$ cat src/rtl/handshake_rr_arbiter.sv
// Round-robin packet arbiter: NUM_REQ ready/valid sources share one registered ready/valid output.
// Define HANDSHAKE_ARB_BURST_LIMIT_EN to release the grant after MAX_BURST beats even without last.
module handshake_rr_arbiter #(
  parameter int unsigned NUM_REQ   = 4,
  parameter int unsigned DATA_W    = 8,
  parameter int unsigned MAX_BURST = 8,
  parameter int unsigned ID_W      = $clog2(NUM_REQ)
) (
  input  logic                      clk,
  input  logic                      rst,
  input  logic [NUM_REQ-1:0]        s_valid_i,
  input  logic [NUM_REQ*DATA_W-1:0] s_data_i,
  input  logic [NUM_REQ-1:0]        s_last_i,
  output logic [NUM_REQ-1:0]        s_ready_o,
  output logic                      m_valid_o,
  output logic [DATA_W-1:0]         m_data_o,
  output logic                      m_last_o,
  output logic [ID_W-1:0]           m_src_o,
  input  logic                      m_ready_i
);

  if (NUM_REQ < 2 || NUM_REQ > 16 || MAX_BURST < 1) begin : g_param_check
    $error("handshake_rr_arbiter: illegal parameter value");
  end

  typedef enum logic [0:0] {IDLE = 1'b0, BUSY = 1'b1} state_e;

  state_e              state_q, state_d;
  logic [ID_W-1:0]     grant_q, grant_d;
  logic [ID_W-1:0]     rr_q, rr_d;
  logic                m_valid_q, m_valid_d;
  logic [DATA_W-1:0]   m_data_q, m_data_d;
  logic                m_last_q, m_last_d;
  logic [ID_W-1:0]     m_src_q, m_src_d;

  logic [ID_W-1:0]     pick_s;
  logic [ID_W:0]       sum_s;
  logic [ID_W-1:0]     grant_inc_s;
  logic [NUM_REQ-1:0]  s_ready_s;
  logic                slot_free_s;
  logic                accept_s;
  logic                burst_done_s;
  logic [DATA_W-1:0]   data_arr_s [NUM_REQ];

  for (genvar k = 0; k < NUM_REQ; k++) begin : g_data_split
    assign data_arr_s[k] = s_data_i[k*DATA_W +: DATA_W];
  end

  assign grant_inc_s = (grant_q == ID_W'(NUM_REQ - 1)) ? ID_W'(0) : grant_q + ID_W'(1);

  // Round-robin pick: scanning offsets downward leaves the nearest valid requester at or after rr_q.
  always_comb begin
    pick_s = rr_q;
    sum_s  = '0;
    for (int i = NUM_REQ - 1; i >= 0; i--) begin
      sum_s  = {1'b0, rr_q} + (ID_W+1)'(i);
      sum_s  = (sum_s >= (ID_W+1)'(NUM_REQ)) ? sum_s - (ID_W+1)'(NUM_REQ) : sum_s;
      pick_s = s_valid_i[sum_s[ID_W-1:0]] ? sum_s[ID_W-1:0] : pick_s;
    end
  end

`ifdef HANDSHAKE_ARB_BURST_LIMIT_EN
  localparam int unsigned CNT_W = $clog2(MAX_BURST + 1);
  logic [CNT_W-1:0] cnt_q, cnt_d;

  assign burst_done_s = (cnt_q == CNT_W'(MAX_BURST - 1));

  // Beats accepted in the current grant; cleared whenever a new grant is issued.
  always_comb begin
    cnt_d = cnt_q;
    if (state_q == IDLE) begin
      cnt_d = CNT_W'(0);
    end else if (accept_s) begin
      cnt_d = cnt_q + CNT_W'(1);
    end else begin
      cnt_d = cnt_q;
    end
  end

  always_ff @(posedge clk or posedge rst) begin
    if (rst) begin
      cnt_q <= CNT_W'(0);
    end else begin
      cnt_q <= cnt_d;
    end
  end
`else
  assign burst_done_s = 1'b0;
`endif

  // Arbitration FSM and output slice next-state.
  always_comb begin
    state_d     = state_q;
    grant_d     = grant_q;
    rr_d        = rr_q;
    m_valid_d   = m_valid_q;
    m_data_d    = m_data_q;
    m_last_d    = m_last_q;
    m_src_d     = m_src_q;
    s_ready_s   = '0;
    slot_free_s = !m_valid_q || m_ready_i;
    accept_s    = 1'b0;
    case (state_q)
      IDLE: begin
        if (|s_valid_i) begin
          state_d = BUSY;
          grant_d = pick_s;
        end else begin
          state_d = IDLE;
        end
      end
      BUSY: begin
        s_ready_s[grant_q] = slot_free_s;
        accept_s           = slot_free_s && s_valid_i[grant_q];
        if (accept_s && (s_last_i[grant_q] || burst_done_s)) begin
          state_d = IDLE;
          rr_d    = grant_inc_s;
        end else begin
          state_d = BUSY;
        end
      end
      default: begin
        state_d = IDLE;
      end
    endcase

    if (accept_s) begin
      m_valid_d = 1'b1;
      m_data_d  = data_arr_s[grant_q];
      m_last_d  = s_last_i[grant_q];
      m_src_d   = grant_q;
    end else if (m_ready_i) begin
      m_valid_d = 1'b0;
    end else begin
      m_valid_d = m_valid_q;
    end
  end

  always_ff @(posedge clk or posedge rst) begin
    if (rst) begin
      state_q   <= IDLE;
      grant_q   <= ID_W'(0);
      rr_q      <= ID_W'(0);
      m_valid_q <= 1'b0;
      m_data_q  <= DATA_W'(0);
      m_last_q  <= 1'b0;
      m_src_q   <= ID_W'(0);
    end else begin
      state_q   <= state_d;
      grant_q   <= grant_d;
      rr_q      <= rr_d;
      m_valid_q <= m_valid_d;
      m_data_q  <= m_data_d;
      m_last_q  <= m_last_d;
      m_src_q   <= m_src_d;
    end
  end

  assign s_ready_o = s_ready_s;
  assign m_valid_o = m_valid_q;
  assign m_data_o  = m_data_q;
  assign m_last_o  = m_last_q;
  assign m_src_o   = m_src_q;

endmodule

$ cat config.mk
export PLATFORM = sky130hd
export DESIGN_NAME = handshake_rr_arbiter
export DESIGN_NICKNAME = d
export VERILOG_FILES = /design/src/rtl/handshake_rr_arbiter.sv
export SDC_FILE = /design/constraint.sdc
export NUM_CORES = 1
export LEC_CHECK = 0
export CAP_MARGIN = 20
export CORE_MARGIN = 2
export CORE_UTILIZATION = 60
export CTS_CLUSTER_SIZE = 24
export DETAILED_ROUTE_END_ITERATION = 7
export DONT_BUFFER_PORTS = 1
export PLACE_DENSITY = 0.76
export SLEW_MARGIN = 25
export SYNTH_ARGS = -nofsm -noshare
export SYNTH_HDL_FRONTEND = slang
export SYNTH_SLANG_ARGS = --single-unit
$ cat constraint.sdc
create_clock -name clk -period 3.61 [get_ports clk]
set_input_delay 0.5415 -clock clk [delete_from_list [all_inputs] [get_ports clk]]
set_output_delay 0.5415 -clock clk [all_outputs]
set_load 0.005 [all_outputs]
==> impl_metrics.tcl <==
set metrics [dict create \
    area_growth_pct 0.5388 \
    cts_resized 0 \
    dp_slack_ns 1.485 \
    die_x_um 47.99 \
    dp_hpwl_um 1774 \
    timing.final.ws_setup_ns 1.281 \
    core_mm2 0.001764 \
    ys_types 27 \
    synth.most_common_cell "dfrtp_1" \
    p_total_mw 1.047 \
    max_stage_delay_ns 0.90 \
    ys_ff_latch 17 \
    cts_num_sinks 17 \
    synth.cell_area_mm2 0.001161 \
    combinationalPowerShare 0.473 \
    grt_remaining_overflow 0 \
    path_clk_slew_ns 0.10 \
    grt_pass1_vias 727 \
    power.internal_mw 0.6506 \
    cts_made_buffers 3 \
    cp_cell_sequence "inv_1, ha_1, and3_1" \
    port_buffers 0 \
    power_density_mw_per_mm2 897.0 \
    period_share 0.6451 \
    critPathMaxFanout 18 \
    synthFlopType "dfrtp_1" \
    root_buffer "clkbuf_4" \
    place_inst 109 \
    clock_path_buffers 2 \
    drc_errors 0 \
    clk_latency_ns 0.29 \
    num_io_pins 59 \
    end_kind "primary output" \
    grt_first_pass_wirelength_um 3132 \
    relSlewSlack 0.4458 \
    setup_viol 0 \
    cpMaxStageDelayCell "dfrtp_1" \
    fp-row-count 15 \
    power_switching_share 0.3786 \
    crit_family "flip-flops" \
    wirelength_um 2282 \
    syn_avg_cell_area_um2 13.19 \
    finalCriticalPeriod_ns 2.329 \
    synthCells 88 \
    initial_utilization 0.6582 \
    power_frac_clock 0.097 \
    grt_max_degree 19 \
    drive_above_1_share 0.3068 \
    synth_commonest_cells "dfrtp_1 (17), mux4_2 (9), mux2_4 (7)" \
    worst_pin_slew_ns 0.8313 \
    outcome "completed" \
    finalHoldViolations 0 \
    wl_per_cell_um 20.19 \
    stdcell_count 113 \
    synth.largest_area_cell "dfrtp_1" \
    grt_setup_unrepaired "no" \
    critPathBufInv 1 \
    hp-class "in2async" \
    grt_usage 0.2022 \
    crit_path_start_kind "flip-flop" \
    dieArea_mm2 0.002303 \
    async_flop_share 1.000 \
    finClkSkew_ns 0.001327 \
    drt-pass1-iter-count 4 \
    h-tree-depth 1 \
    via_count 753 \
    routabilityCongestion 0.8206 \
    synth-seq-area-share 0.3664 \
    switching_power_mw 0.3964 \
    dr.first_iter.drc_count 23 \
    seq_power_share 0.430 \
    grt_antenna_before_repair 0 \
    syn_nets 135 \
    yosys_warnings 0 \
    leakage_nw 0.5256 \
    synth_top_area_frac 0.3664 \
    drv_cap 0 \
    ir_drop_mv 0.5013 \
    synth_area_leaders "dfrtp_1 (37%), mux4_2 (17%), mux2_4 (9.1%)" \
    postCtsSetupBuffers 0 \
    diodes 0 \
    synth_edf_count 0 \
    cts_tree "built" \
    postRouteAntennaNets 0 \
    cp.arrival_ns 1.79 \
    final_util 0.6617 \
    fin_tns_setup_ns 0 \
    dieHeight_um 47.99 \
    cp_data_required_time_ns 3.07 \
    vias_per_cell 6.664 \
    criticalPathCategory "reg2out" \
    slew_violations 0 \
    hold_buffers 0 \
    fmax_mhz 429.4 \
    nets 136 \
]
through the flow:
| step | cell area, um^2 | hold WS (ns) |
|---|---|---|
| 2_1_floorplan | 1161 | 0.4676 |
| 3_3_place_gp | 1141 | 0.4940 |
| 3_5_place_dp | 1141 | 0.5309 |
| 4_1_cts | 1167 | 0.2375 |
| 5_1_grt | 1167 | 0.2503 |
| 6_report | 1167 | 0.2103 |
worst register-to-register path, stage by stage (launching register included):
cell and delay, ns:
dfrtp_1 0.90, mux4_2 0.45, nand3_2 0.29, mux2_2 0.38
cell type report:
type | instances | area (um^2)
inverters | 6 | 22.52
multi-input cells | 61 | 661.9
fillers | 142 | 596.8
well taps | 25 | 31.28
flip-flops and latches | 17 | 425.4
clock buffers | 4 | 26.28
power groups by stage:
| stage | sequential (mW) | combinational [mW] | clock [mW] |
|---|---|---|---|
| after floorplan | 0.373 | 0.534 | 0 |
| after global routing | 0.473 | 0.535 | 0.113 |
| after CTS | 0.453 | 0.501 | 0.104 |
| after global placement | 0.451 | 0.477 | 0 |
| after detailed placement | 0.457 | 0.499 | 0 |
| final | 0.450 | 0.496 | 0.101 |
registers in the layout, indices dropped and copies added (netlist names):
| register | cells |
|---|---|
| m_data_o | 8 |
| grant_q | 2 |
| m_src_o | 2 |
| rr_q | 2 |
| m_last_o | 1 |
| m_valid_o | 1 |
| state_q | 1 |
logic make-up after synthesis:
family                     Yosys count  share of synthesized area
muxes                               23                     0.3437
and+or+nand+nor                     21                     0.1088
DFF                                 17                     0.3664
AOI/OAI and AO/OA                   13                    0.07435
buffers and inverters               10                    0.06357
adders and majority gates            4                    0.04311
per-layer routing:
metal | GRT usage | share of wire
met2 | 0.3147 | 0.51
met5 | 0 | 0
met1 | 0.2692 | 0.38
met3 | 0.04151 | 0.095
met4 | 0.09730 | 0.017
worst paths after layout:
path | from | end | slack [ns] | cells past startpoint
max | grant_q[0]$_DFFE_PP0P_ | s_ready_o[2] | 1.28 | 3
min | rst | m_src_o[0]$_DFFE_PP0P_ | 0.21 | 1
max reg2reg | grant_q[0]$_DFFE_PP0P_ | m_data_o[6]$_DFFE_PP0P_ | 1.49 | 3
min reg2reg | m_data_o[6]$_DFFE_PP0P_ | m_data_o[6]$_DFFE_PP0P_ | 0.55 | 1
max in group asynchronous | rst | m_data_o[6]$_DFFE_PP0P_ | 2.99 | 1
min in group clk | s_valid_i[2] | state_q$_DFF_PP0_ | 0.49 | 2
layout by cell type (no fill, tap or decap), types with 3 or more instances in the layout:
cell and count:
mux2_2 4, nor2_1 4, and3_1 4, ha_1 4
mux4_2 9, o22ai_1 3, clkbuf_4 3, inv_1 6
o21ai_0 4, dfrtp_1 17, nand2_1 6, mux2_4 7
Note: power is estimated with default switching activity, not from simulation.
